--- src/rtl/snapshot_pkg.sv ---
// snapshot_pkg
// Shared definitions for the BRAM snapshot writer:
//   - controller state encoding (2-bit, legacy-compatible constants)
//   - clamp_len(): maps a requested capture length onto 1..2**aw
package snapshot_pkg;

    localparam logic [1:0] ST_IDLE    = 2'd0;
    localparam logic [1:0] ST_ARMED   = 2'd1;
    localparam logic [1:0] ST_CAPTURE = 2'd2;
    localparam logic [1:0] ST_DONE    = 2'd3;

    // Zero or oversize requests mean "fill the whole buffer".
    function automatic int unsigned clamp_len(input int unsigned n, input int unsigned aw);
        int unsigned depth;
        depth = 32'd1 << aw;
        if (n == 0 || n > depth)
            return depth;
        return n;
    endfunction

endpackage

--- src/rtl/snapshot_ctrl_fsm.sv ---
// snapshot_ctrl_fsm
// Capture controller: state, latched length, busy/done flags and the
// written-sample counter.
// Ports:
//   axi_clock, rst_n           clock, async active-low reset
//   arm, abort                 single-cycle control pulses (abort wins)
//   trig_en, ext_trig          trigger enable / trigger level
//   din_valid                  sample strobe
//   num_samples                capture length, latched on an accepted arm
//   take                       comb: this cycle's sample is stored
//   busy, done                 registered status flags
//   wr_count                   samples written; doubles as next write address
module snapshot_ctrl_fsm
    import snapshot_pkg::*;
#(
    parameter int unsigned ADDR_WIDTH = 10
) (
    input  logic                  axi_clock,
    input  logic                  rst_n,
    input  logic                  arm,
    input  logic                  abort,
    input  logic                  trig_en,
    input  logic                  ext_trig,
    input  logic                  din_valid,
    input  logic [ADDR_WIDTH:0]   num_samples,
    output logic                  take,
    output logic                  busy,
    output logic                  done,
    output logic [ADDR_WIDTH:0]   wr_count
);

    localparam int unsigned LW = ADDR_WIDTH + 1;

    logic [1:0]    state_q;
    logic [1:0]    state_d;
    logic [LW-1:0] len_q;
    logic          arm_ok;
    logic          last;

    always_comb begin
        arm_ok = 1'b0;
        take   = 1'b0;
        last   = 1'b0;
        if (!abort) begin
            arm_ok = arm && (state_q == ST_IDLE || state_q == ST_DONE);
            // The triggering sample itself is the first stored sample.
            take   = din_valid &&
                     ((state_q == ST_ARMED && ext_trig) || state_q == ST_CAPTURE);
        end
        last = take && ((wr_count + LW'(1)) == len_q);
    end

    always_comb begin
        state_d = state_q;
        if (abort)
            state_d = ST_IDLE;
        else if (arm_ok)
            state_d = trig_en ? ST_ARMED : ST_CAPTURE;
        else if (take)
            state_d = last ? ST_DONE : ST_CAPTURE;
    end

    always_ff @(posedge axi_clock or negedge rst_n) begin
        if (!rst_n) begin
            state_q  <= ST_IDLE;
            len_q    <= '0;
            busy     <= 1'b0;
            done     <= 1'b0;
            wr_count <= '0;
        end else begin
            state_q <= state_d;
            busy    <= (state_d == ST_ARMED) || (state_d == ST_CAPTURE);
            if (arm_ok) begin
                len_q    <= LW'(clamp_len(32'(num_samples), ADDR_WIDTH));
                done     <= 1'b0;
                wr_count <= '0;
            end else if (take) begin
                wr_count <= wr_count + LW'(1);
                if (last)
                    done <= 1'b1;
            end
        end
    end

endmodule

--- src/rtl/bram_snapshot_writer.sv ---
// bram_snapshot_writer
// Captures a fixed number of valid stream samples into BRAM addresses
// 0..N-1 after arm (and optionally a trigger), then raises a sticky done.
// Ports:
//   axi_clock, rst_n           clock, async active-low reset
//   arm, abort, trig_en        control from the register block
//   ext_trig                   trigger level, qualified by din_valid
//   num_samples                capture length (0 or >depth = full depth)
//   din, din_valid             sample stream, no backpressure
//   bram_addr/bram_din/bram_we registered BRAM write port (1-cycle latency)
//   busy, done, wr_count       status
//   trig_timestamp             cycle count at first stored sample
//                              (only with SNAPSHOT_TIMESTAMP_EN defined)
module bram_snapshot_writer
    import snapshot_pkg::*;
#(
    parameter int unsigned DATA_WIDTH = 32,
    parameter int unsigned ADDR_WIDTH = 10
) (
    input  logic                  axi_clock,
    input  logic                  rst_n,
    input  logic                  arm,
    input  logic                  abort,
    input  logic                  trig_en,
    input  logic                  ext_trig,
    input  logic [ADDR_WIDTH:0]   num_samples,
    input  logic [DATA_WIDTH-1:0] din,
    input  logic                  din_valid,
    output logic [ADDR_WIDTH-1:0] bram_addr,
    output logic [DATA_WIDTH-1:0] bram_din,
    output logic                  bram_we,
    output logic                  busy,
    output logic                  done,
    output logic [ADDR_WIDTH:0]   wr_count
`ifdef SNAPSHOT_TIMESTAMP_EN
    ,
    output logic [31:0]           trig_timestamp
`endif
);

    logic take;

    snapshot_ctrl_fsm #(
        .ADDR_WIDTH (ADDR_WIDTH)
    ) u_ctrl (
        .axi_clock   (axi_clock),
        .rst_n       (rst_n),
        .arm         (arm),
        .abort       (abort),
        .trig_en     (trig_en),
        .ext_trig    (ext_trig),
        .din_valid   (din_valid),
        .num_samples (num_samples),
        .take        (take),
        .busy        (busy),
        .done        (done),
        .wr_count    (wr_count)
    );

    // wr_count is still the pre-increment value here, so it is the address.
    always_ff @(posedge axi_clock or negedge rst_n) begin
        if (!rst_n) begin
            bram_we   <= 1'b0;
            bram_addr <= '0;
            bram_din  <= '0;
        end else begin
            bram_we <= take;
            if (take) begin
                bram_addr <= wr_count[ADDR_WIDTH-1:0];
                bram_din  <= din;
            end
        end
    end

`ifdef SNAPSHOT_TIMESTAMP_EN
    logic [31:0] cycle_q;

    always_ff @(posedge axi_clock or negedge rst_n) begin
        if (!rst_n) begin
            cycle_q        <= '0;
            trig_timestamp <= '0;
        end else begin
            cycle_q <= cycle_q + 32'd1;
            if (take && wr_count == '0)
                trig_timestamp <= cycle_q;
        end
    end
`endif

endmodule
--- config.mk ---
export PLATFORM = sky130hd
export DESIGN_NAME = bram_snapshot_writer
export DESIGN_NICKNAME = d
export VERILOG_FILES = /design/src/rtl/snapshot_pkg.sv /design/src/rtl/snapshot_ctrl_fsm.sv /design/src/rtl/bram_snapshot_writer.sv
export SDC_FILE = /design/constraint.sdc
export NUM_CORES = 1
export LEC_CHECK = 0
export ABC_AREA = 1
export BUFFER_PORTS_ARGS = -buffer_cell sky130_fd_sc_hd__buf_2
export CORE_MARGIN = 1.5
export CORE_UTILIZATION = 40
export CTS_BUF_LIST = sky130_fd_sc_hd__clkbuf_2 sky130_fd_sc_hd__clkbuf_4 sky130_fd_sc_hd__clkbuf_8
export DETAILED_ROUTE_END_ITERATION = 6
export PLACE_DENSITY = 0.66
export SKIP_CTS_REPAIR_TIMING = 1
export SLEW_MARGIN = 10
export SYNTH_ARGS = -nofsm -noshare
export SYNTH_HDL_FRONTEND = slang
export SYNTH_SLANG_ARGS = --single-unit
--- constraint.sdc ---
create_clock -name axi_clock -period 2.8 [get_ports axi_clock]
set_clock_uncertainty 0.2 [all_clocks]
set_input_delay 0.42 -clock axi_clock [delete_from_list [all_inputs] [get_ports axi_clock]]
set_output_delay 0.42 -clock axi_clock [all_outputs]
set_load 0.03 [all_outputs]
* Word level (Yosys, flattened, before mapping)
Cells that the tools add are included.
Widths: inputs -> output; s select.
** Word-level totals
- Register bits :: 69
- Output and inout bits :: 56
** Operators by class
- $add $sub $neg :: 1
- Order comparisons :: 1
- Equality and inequality tests :: 6
- Muxes and demuxes :: 16
- Reductions and logical operators :: 13
** Operators with widths (count)
- $mux 11 :: 4
- $add 11x1->11 const B :: 1
- $eq 11x11->1 :: 1
- $gt 11x11->1 const B :: 1
- $logic_not 11->1 :: 1
- $mux 1 :: 8
- $mux 2 :: 4
- $eq 2x2->1 const B :: 3
- $eq 2x1->1 const B :: 2
- $logic_and 1x1->1 :: 4
- $logic_or 1x1->1 :: 4
- $reduce_bool 2->1 :: 2
- $logic_not 2->1 :: 1
- $reduce_and 2->1 :: 1

* Longest topological paths before layout
Gate-level depths: netlist (run 1).
- Depth after elaboration :: 12
- Depth in mapped cells :: 14
- Gate-level depth less buffers :: 14

* Hierarchy
Synthesis (run 1) repeated with hierarchy kept, for this count alone.
** Unflattened totals
- Cell total of the unflattened synthesis :: 397
- Area, all modules :: 3276.9 um^2
** By module, submodules not included
- bram_snapshot_writer :: instances 1, cells each 179, area each 1679.1 um^2, sequential area each 1076.0 um^2
- snapshot_ctrl_fsm :: instances 1, cells each 218, area each 1597.8 um^2, sequential area each 650.6 um^2

* Least setup slack after synthesis (run 1)
Ideal clock, no wire load.
- Path type :: flip-flop to flip-flop
- From :: register u_ctrl.wr_count[1]
- To :: register u_ctrl.busy
- Setup time :: 0.116 ns
- Data arrival time :: 1.741 ns
- Setup slack :: 0.742 ns
- Cell stages (with the launch flop) :: 13
- Cells stage by stage :: dfrtp_1 > ha_1 > nand2_2 > nor2_4 > nand3_1 > nand3_1 > nand2_1 > nor3_1 > nand3_1 > nand2_1 > nand2_1 > nand2_1 > nand2_1
** On the way
- Word-level cells in the longest chain between the ends :: 9
- Elaborated cells on any way between the ends :: 10
** Ends and longest elaborated chain
- start, declared :: RTL line snapshot_ctrl_fsm.sv:29 : output logic [ADDR_WIDTH:0] wr_count
- start signal, assigned :: RTL line snapshot_ctrl_fsm.sv:78 : wr_count <= wr_count + LW'(1);
- $add 11x1->11 (*) :: RTL line snapshot_ctrl_fsm.sv:50 : last = take && ((wr_count + LW'(1)) == len_q);
- $eq 11x11->1 (*) :: RTL line snapshot_ctrl_fsm.sv:50
- $logic_and 1x1->1 (*) :: RTL line snapshot_ctrl_fsm.sv:50
- $mux 1 (*) :: RTL line snapshot_ctrl_fsm.sv:60 : state_d = last ? ST_DONE : ST_CAPTURE;
- $mux 2 (*) :: RTL line snapshot_ctrl_fsm.sv:59 : else if (take)
- $mux 2 (*) :: RTL line snapshot_ctrl_fsm.sv:57 : else if (arm_ok)
- $mux 2 (*) :: RTL line snapshot_ctrl_fsm.sv:55 : if (abort)
- $eq 2x1->1 / $eq 2x2->1 (equally long branches) :: RTL line snapshot_ctrl_fsm.sv:72 : busy <= (state_d == ST_ARMED) || (state_d == ST_CAPTURE);
- $logic_or 1x1->1 (*) :: RTL line snapshot_ctrl_fsm.sv:72
- end signal, assigned :: RTL line snapshot_ctrl_fsm.sv:72
- end, declared :: RTL line snapshot_ctrl_fsm.sv:27 : output logic busy,
Mark *: on every way between the ends. The rest lies on a longest branch, timed or not.
A chain may end at the register's enable or synchronous reset.

* Worst setup path in the final report (run 1)
- From :: register u_ctrl.state_q[0]
- To :: register u_ctrl.wr_count[4]
** On the way
- Word-level cells in the longest chain between the ends :: 6
- Elaborated cells on any way between the ends :: 13
** Ends and longest elaborated chain
- start, declared :: RTL line snapshot_ctrl_fsm.sv:34 : logic [1:0] state_q;
- start signal, assigned :: RTL line snapshot_ctrl_fsm.sv:71 : state_q <= state_d;
- $eq 2x1->1 :: RTL line snapshot_ctrl_fsm.sv:48 : ((state_q == ST_ARMED && ext_trig) || state_q == ST_CAPTURE);
- $logic_and 1x1->1 :: RTL line snapshot_ctrl_fsm.sv:48
- $logic_or 1x1->1 :: RTL line snapshot_ctrl_fsm.sv:48
- $logic_and 1x1->1 :: RTL line snapshot_ctrl_fsm.sv:47 : take = din_valid &&
- $mux 1 :: RTL line snapshot_ctrl_fsm.sv:44 : if (!abort) begin
- $reduce_bool 2->1 (no source line)
Several ways; a longest one is shown, not always the timed one.

==> results.toml, run 1 <==
[final_layout]
finalNetCount = 549
n_antenna_cell = 0
nFillCells = 768
drive_gt1_share_pct = 26.8
area_growth_pct = 29.7
fin_cells = 602

[place]
pre_cts_slack_ns = 0.641
routabilityCongestion = 0.857
dp_cells = 586
io_buffers = 105
dpl.hpwl_um = 5650

[critical_path]
crit_slowest_cell = "dfrtp_1"
crit_arrival_ns = 2.15
cp_max_fo = 14
worstPathCellList = "inv_1 > ha_1 > nand3_1 > inv_1 > nor2_1 > inv_1 > o22ai_1"
critPathRequiredTime_ns = 2.79
reg2reg_from = "u_ctrl.state_q[0]"
worst_setup_path_end_kind = "register"
critPathKind = "register to register"
crit_buf_inv = 3
reg2reg_depth = 7
cp-start-kind = "register"
path_common_cell = "inv_1"
crit_family = "buffers and inverters"
r2r_slack_ns = 0.64
max_stage_delay_ns = 0.38
reg2reg_to = "u_ctrl.wr_count[4]"

[global_routing]
antenna_found_initial = 0
grt_pass1_wl_um = 12300
overflow = 0
grt_start_max_net_pins = 42
first_global_vias = 2613
globalRouteTotalUtil_pct = 18.7

[status]
status = "finished clean"

[detailed_routing]
wl_met2_um = 3420
ant_nets = 0
drt_iter0_markers = 177
wl_met3_um = 359
drc = 0
num_vias = 2857
avgViaCountPerCell = 4.75
wl_met1_um = 3560
routed.top_layer = "met4"
firstDrtPassIters = 4
totalWireLength_um = 7460
wl_per_cell_um = 12.4

[die]
die_area_mm2 = 0.00835
start_util_pct = 40.9
core_area_mm2 = 0.00765
boundaryPins = 106
rows = 32
die_width_um = 91.4
fp.dieH_um = 91.4

[synthesis]
async_flop_share_pct = 100
synth_cell_types = 25
syn-num-nets = 439
postSynthAreaPerCell_um2 = 8.09
synth_edf_count = 0
synth_top_area_share_pct = 55.3
synth_cells = 386
synth_warnings = 0
synth.ff_latch_count = 69
netlist_area_mm2 = 0.00312
yosys.area.top_type = "dfrtp_1"
synthMostInstantiatedCell = "nand2_1"
ys_seq_area_share_pct = 55.3
synthTopCellsByArea = "dfrtp_1, nand2_1, nand3_1, inv_1, o21ai_0"
synth_ff_type = "dfrtp_1"
synth_commonest_cells = "nand2_1, dfrtp_1, nand3_1"

[clocking]
cts_root_buf = "clkbuf_8"
cts.sinks = 69
cts_tree = "built"
clk_latency_ns = 0.33
clockBufferDepth = 2
cts_inserted_buffers = 9
clk_pin_slew_ns = 0.08
h-tree-depth = 3

[timing]
grt_setup_unrepaired = "no"
finalWorstSetupSlack_ns = 0.637
fin_crit_ns = 2.16
fin_tns_setup_ns = 0
relSlewSlack_pct = 55.1
fmax_mhz = 462
finalSetupViolations = 0
maxSlewViolCount = 0
period_share_pct = 77.2
hold_viol = 0
worst_slew_pin_slew_ns = 0.673

[worst_hold_path]
hold-path-endpoint = "bram_din[7]"
min_path_cells = 3
min_path_type = "input port to register"
hp-start = "din[7]"

[run]
maxCapViolations = 0

[pwr]
leakage_nw = 2.21
peakVddDrop_uv = 436
p_per_area_mw_per_mm2 = 886
## layout make-up
type                       instances  area, µm²  area share, %
tap                              102        128           3.15
timing repair buffer             111        586           14.4
inverter                          35        131           3.24
multi-input combinational        270       1220           30.1
clock inverter                     6        136           3.37
sequential                        69       1730           42.6
clock buffer                       9        124           3.06
## sequential cells by signal (all words and copies together), names as in the netlist
name and flops:
u_ctrl.state_q 2, bram_din 32, u_ctrl.done 1, bram_addr 10, u_ctrl.busy 1, u_ctrl.wr_count 11, bram_we 1, u_ctrl.len_q 11
## routing by layer
layer / vias up / GRT usage, %
li1: 1439 / -
met1: 1321 / 26.8
met2: 86 / 27.9
met3: 11 / 3.02
met4: 0 / 8.46
met5: - / 0
## per-stage QoR
stage | power (mW) | hold WS [ns] | utilization [%] | cell area, µm²
after floorplan | 2.18 | -0.0756 | - | 3120
after global placement | 2.56 | 0.250 | 49.5 | 3780
after detailed placement | 2.58 | 0.254 | 49.5 | 3780
after CTS | 3.63 | -0.0808 | 52.9 | 4040
after global routing | 3.80 | 0.0682 | 53.0 | 4050
final | 3.59 | 0.0735 | 53.0 | 4050
## logic make-up after synthesis
logic type	after synthesis	synth area share, %
AND/OR/NAND/NOR	227	30.4
adder cells (fa/ha/maj)	3	1.20
XOR/XNOR	3	1.08
flip-flops	69	55.3
buffers and inverters	47	5.73
AO/OA/AOI/OAI	37	6.29
## how the worst max path moves through the flow
stage,from,endpoint,slack (ns),depth (start not counted)
5_1_grt,u_ctrl.state_q[0],u_ctrl.wr_count[10],0.44,7
3_5_place_dp,abort,u_ctrl.busy,0.64,13
6_report,u_ctrl.state_q[0],u_ctrl.wr_count[4],0.64,7
2_1_floorplan,u_ctrl.wr_count[1],u_ctrl.busy,0.74,12
3_3_place_gp,abort,u_ctrl.busy,0.68,11
4_1_cts,u_ctrl.state_q[0],u_ctrl.wr_count[2],0.64,7
## cells in the final DEF, fill, tap and decap left out
cell           Yosys  final
a21oi_1            4      4
and2_1             1      1
buf_12             0      1
buf_2              2    105
buf_4              0      4
bufinv_16          0      4
clkbuf_8           0      9
clkinv_1           1      1
clkinv_4           0      1
clkinvlp_4         0      1
dfrtp_1           69     69
dlygate4sd3_1      0      1
ha_1               3      3
inv_1             33     33
inv_2              1      1
nand2_1          162    162
nand2_2            2      2
nand3_1           40     40
nand4_1            1      1
nor2_1            15     14
nor2_2             1      2
nor2_4             2      2
nor3_1             1      1
nor4_4             1      1
o21ai_0           23     23
o21ai_1            1      1
o22ai_1            9      9
or2_1              1      1
xor2_1             2      2
xor2_2             1      1
## worst register-to-register path, delay by kind of cell, from the launching register on
kind / cells / cell delay (ns)
adders and majority gates: 1 / 0.28
DFF: 1 / 0.38
AOI/OAI and AO/OA: 1 / 0.13
and+or+nand+nor: 2 / 0.30
buffers and inverters: 3 / 0.74
## power breakdown
part | internal, mW | switching (mW) | leakage (nW)
clock | 0.678 | 0.365 | 0.126
sequential | 1.26 | 0.135 | 0.899
combinational | 0.327 | 0.825 | 1.19
(Power assumes the default switching activity.)
==> inputs of run 2 (changes only) <==
ABC_AREA = 0   (was 1)
PLACE_DENSITY = 0.69   (was 0.66)
clock period = 1.8 ns   (was 2.8 ns; I/O delays follow)
==> run 2 against run 1 <==
Effect of this change: largest power group is now combinational cells; non-clock buffer count grew 87; register-to-register slack lost 1.0 ns; critical path type unchanged; sequential cell count is the same; die area shrank 1.6%; the run now ends with negative hold slack, negative setup slack left; critical path depth grew 1; sequential share of layout area shrank 9.5 points; combinational power grew 130%; core utilization grew 19 points; design area grew 30%.
==> results.toml, run 2 <==
[status]
status = "complete, but fails checks"
violations = "negative hold slack, negative setup slack"

[clocking]
h-tree-depth = 3
cts.sinks = 69
clockBufferDepth = 2
cts_inserted_buffers = 9
clk_latency_ns = 0.35
cts_tree = "built"
cts_root_buf = "clkbuf_8"
clk_pin_slew_ns = 0.07

[timing]
fin_tns_setup_ns = -9.43
fin_crit_ns = 2.19
finalWorstSetupSlack_ns = -0.394
relSlewSlack_pct = 75.0
worst_slew_pin_slew_ns = 0.375
hold_viol = 5
grt_setup_unrepaired = "yes"
period_share_pct = 122
fmax_mhz = 456
maxSlewViolCount = 0
holdWs_ns = -0.0179
finalSetupViolations = 58

[critical_path]
worstSetupStartpoint = "u_ctrl.state_q[0]"
endpoint = "u_ctrl.state_q[0]"
cp-start-kind = "register"
worst_setup_path_end_kind = "register"
crit_arrival_ns = 2.24
critPathRequiredTime_ns = 1.85
critPathKind = "register to register"
reg2reg_depth = 8
r2r_slack_ns = -0.39
reg2reg_from = "u_ctrl.state_q[0]"
cp_max_fo = 3
reg2reg_to = "u_ctrl.state_q[0]"

[synthesis]
postSynthAreaPerCell_um2 = 8.91
syn-num-nets = 398
synth_cells = 345
synth.ff_latch_count = 69
netlist_area_mm2 = 0.00307
ys_seq_area_share_pct = 56.2
synth_ff_type = "dfrtp_1"
synth_top_area_share_pct = 56.2
synthMostInstantiatedCell = "nand2_1"
synth_edf_count = 0
yosys.area.top_type = "dfrtp_1"
synth_commonest_cells = "nand2_1, dfrtp_1, o21ai_0"
async_flop_share_pct = 100
synth_warnings = 0
synth_cell_types = 29
synthTopCellsByArea = "dfrtp_1, nand2_1, xnor2_1, o21ai_0, xor2_1"

[detailed_routing]
drt_iter0_markers = 179
firstDrtPassIters = 4
wl_per_cell_um = 15.5
drc = 0
num_vias = 3131
totalWireLength_um = 9940
wl_met1_um = 4210
wl_met2_um = 5110
ant_nets = 0
routed.top_layer = "met4"
wl_met3_um = 405
avgViaCountPerCell = 4.88

[pwr]
leakage_nw = 2.82
peakVddDrop_uv = 548
p_per_area_mw_per_mm2 = 1190

[place]
placed_area_mm2 = 0.00408
dpl.hpwl_um = 5730
routabilityCongestion = 0.846
pre_cts_slack_ns = -0.497
io_buffers = 105

[global_routing]
overflow = 0
first_global_vias = 2646
grt_pass1_wl_um = 12700
antenna_found_initial = 0
globalRouteTotalUtil_pct = 19.4
grt_start_max_net_pins = 48

[final_layout]
final_common_cell = "buf_2"
finalNetCount = 590
drive_gt1_share_pct = 52.4
design_area_mm2 = 0.00525
final_core_util_pct = 71.6
reg.largest.list = "bram_din x32, u_ctrl.len_q x11, u_ctrl.wr_count x11"
final_cell_mix = "buf_2, nand2_1, dfrtp_1"
area_growth_pct = 70.9
largest_reg_flops = 32
nFillCells = 501
max_flop_register = "bram_din"
n_antenna_cell = 0

[worst_hold_path]
min_path_cells = 3
min_path_type = "input port to register"

[die]
start_util_pct = 41.9
core_area_mm2 = 0.00733
die_width_um = 90.7
die_area_mm2 = 0.00822
rows = 31
fp.dieH_um = 90.7
boundaryPins = 106

[run]
maxCapViolations = 0
## run 2: cell count changes after synthesis, moves of 3 or more
| cell | before | now |
|---|---|---|
| nor2_1 | 15 | 18 |
| nand4_1 | 1 | 4 |
| xor2_1 | 2 | 8 |
| o22ai_1 | 9 | 0 |
| nand2b_1 | 0 | 8 |
| clkbuf_1 | 7 | 14 |
| inv_1 | 33 | 4 |
| a22o_1 | 0 | 4 |
| nand3_1 | 40 | 4 |
| nand2_1 | 162 | 145 |
| xnor2_1 | 0 | 14 |
| o31ai_1 | 0 | 3 |
## run 2: cell type report
cell class | instances | area [µm²] | area share (%)
Clock buffer | 10 | 138 | 2.62
Sequential cell | 69 | 1740 | 33.1
Timing Repair Buffer | 198 | 1470 | 27.9
Inverter | 4 | 22.5 | 0.429
Clock inverter | 6 | 62.6 | 1.19
Multi-Input combinational cell | 255 | 1700 | 32.3
Tap cell | 99 | 124 | 2.36
## run 2: per-stage QoR
stage | cells | power [mW]
after floorplan | 345 | 3.76
after global placement | 577 | 4.53
final | 641 | 6.27
after global routing | 641 | 6.58
after CTS | 593 | 5.85
after detailed placement | 577 | 4.59
## run 2: worst max-delay path: stages, from the launching register on
cell	delay [ns]
dfrtp_2	0.45
inv_2	0.08
ha_4	0.12
a21oi_2	0.03
or3b_4	0.40
nor3_2	0.12
nand4_1	0.12
or3_1	0.36
a311oi_1	0.22
## run 2: how the worst min path moves through the flow
stage / endpoint / start / slack (ns)
after detailed placement: bram_we / rst_n / 0.09
after floorplan: bram_addr[0] / rst_n / -0.23
after global placement: bram_din[29] / rst_n / 0.1
after global routing: u_ctrl.len_q[0] / num_samples[0] / 0.002
after CTS: bram_addr[9] / rst_n / -0.28
final: u_ctrl.len_q[0] / num_samples[0] / -0.02
## run 2: metal layers
metal / up-vias / global-route usage (%)
met4: 0 / 7.94
met5: - / 0
met2: 108 / 30.2
li1: 1501 / -
met3: 18 / 3.62
met1: 1504 / 26.6
## run 2: cell families after synthesis
group	synth area share, %
and+or+nand+nor	26.5
DFF	56.2
AOI/OAI and AO/OA	7.21
xor gates and xnor gates	6.27
buffers and inverters	2.61
adders and majority gates	1.22
## run 2: power by group
group	total [mW]	switching, mW	leakage [nW]	internal (mW)
combinational	2.66	1.72	1.84	0.947
sequential	2.33	0.305	0.885	2.02
clock	1.27	0.603	0.0943	0.672
==> inputs of run 3 (changes only) <==
SKIP_LAST_GASP = 1   (was default)
==> run 3 against run 2 <==
Effect of this change: the flow still finishes with violations (negative hold slack, negative setup slack); power shrank 0.23%; register-to-register slack is essentially flat; cell count is the same; sequential share of layout area grew 0.14 points; critical path depth is the same; clock-buffer cell count is the same; clock power is essentially flat; sequential cell count is the same; combinational power is essentially flat; core utilization shrank 0.31 points; critical path type unchanged.
==> results.toml, run 3 (synthesis results as in run 2) <==
[detailed_routing]
drt_iter0_markers = 193
totalWireLength_um = 9860
num_vias = 3134
ant_nets = 0
wl_per_cell_um = 15.4
avgViaCountPerCell = 4.89
drc = 0
firstDrtPassIters = 4

[pwr]
swShare_pct = 41.8
peakVddDrop_uv = 548
p_per_area_mw_per_mm2 = 1200
seqPwrFrac_pct = 37.2
leakage_nw = 2.81
clockPowerShare_pct = 20.3
power_mw = 6.25
p_int_mw = 3.64
pwr-share-comb_pct = 42.5
p_sw_mw = 2.61

[final_layout]
n_antenna_cell = 0
max_flop_register = "bram_din"
final_common_cell = "buf_2"
area_growth_pct = 70.2
drive_gt1_share_pct = 51.3
largest_reg_flops = 32
design_area_mm2 = 0.00523
reg.largest.list = "bram_din x32, u_ctrl.len_q x11, u_ctrl.wr_count x11"
final_core_util_pct = 71.3
finalNetCount = 590
fin_cells = 641
final_cell_mix = "buf_2, nand2_1, dfrtp_1"

[die]
die_area_mm2 = 0.00822
rows = 31
start_util_pct = 41.9
fp.dieH_um = 90.7
boundaryPins = 106
die_width_um = 90.7
core_area_mm2 = 0.00733

[worst_hold_path]
min_path_type = "input port to register"

[timing]
fmax_mhz = 457
finalSetupViolations = 58
fin_tns_setup_ns = -9.34
maxSlewViolCount = 0
relSlewSlack_pct = 74.8
fin_crit_ns = 2.19
finalWorstSetupSlack_ns = -0.387
grt_setup_unrepaired = "yes"
period_share_pct = 121
holdWs_ns = -0.0168
worst_slew_pin_slew_ns = 0.379
hold_viol = 5

[clocking]
cts_tree = "built"
cts_inserted_buffers = 9
h-tree-depth = 3
cts.sinks = 69
clk_latency_ns = 0.34
clk_pin_slew_ns = 0.07
clockBufferDepth = 2
cts_root_buf = "clkbuf_8"

[global_routing]
overflow = 0
globalRouteTotalUtil_pct = 19.4
grt_start_max_net_pins = 48
first_global_vias = 2646
antenna_found_initial = 0
grt_pass1_wl_um = 12700

[critical_path]
crit_slowest_cell = "dfrtp_2"
crit_arrival_ns = 2.24
critPathKind = "register to register"
critPathRequiredTime_ns = 1.85
cp_max_fo = 3
crit_buf_inv = 1
worstPathCellList = "inv_2 > ha_4 > a21oi_2 > or3b_4 > nor3_2 > nand4_1 > or3_1 > a311oi_1"
r2r_slack_ns = -0.39
cp-start-kind = "register"
crit_family = "simple AND/OR/NAND/NOR gates"
worst_setup_path_end_kind = "register"
max_stage_delay_ns = 0.45

[place]
dpl.hpwl_um = 5730
dp_cells = 577
routabilityCongestion = 0.846
io_buffers = 105
placed_area_mm2 = 0.00408

[status]
violations = "negative hold slack, negative setup slack"
status = "complete, but fails checks"

[run]
maxCapViolations = 0
run 3: through the flow:
step | worst slack (ns) | hold WS, ns
global placement | -0.379 | 0.0965
detailed placement | -0.497 | 0.0887
global route | -0.477 | 0.00225
finish | -0.387 | -0.0168
CTS | -0.520 | -0.285
floorplan | -0.317 | -0.226
run 3: layout make-up:
type / count / area, µm²
clock buffer: 10 / 138
clock inverter: 6 / 62.6
fill: 506 / 2100
inverter: 4 / 22.5
multi-input combinational: 255 / 1670
sequential: 69 / 1740
tap: 99 / 124
timing repair buffer: 198 / 1470
run 3: path summary, 6_finish.rpt:
check	from	endpoint	cells after the start
max	u_ctrl.state_q[0]	u_ctrl.state_q[0]	8
min	num_samples[0]	u_ctrl.len_q[0]	3
max reg2reg	u_ctrl.state_q[0]	u_ctrl.state_q[0]	8
min reg2reg	bram_addr[7]	bram_addr[7]	2
max in group asynchronous	rst_n	u_ctrl.wr_count[8]	3
min in group asynchronous	rst_n	bram_din[26]	3
run 3: per-layer routing:
layer	up-vias	wire [µm]	GRT usage, %
met1	1511	4080	26.6
met4	0	151	7.94
met3	12	425	3.62
li1	1500	-	-
met2	111	5200	30.2
met5	-	0	0
run 3: power groups by stage:
stage	clock, mW	combinational [mW]	sequential [mW]
6_report	1.27	2.66	2.33
3_5_place_dp	0	2.26	2.33
4_1_cts	1.29	2.27	2.29
5_1_grt	1.36	2.84	2.37
3_3_place_gp	0	2.22	2.30
2_1_floorplan	0	0.644	3.12
run 3: worst min-delay path, delay by kind of cell:
family,cells,cell delay (ns)
AOI/OAI and AO/OA,1,0.06
buffers and inverters,1,0.10
and+or+nand+nor,1,0.05
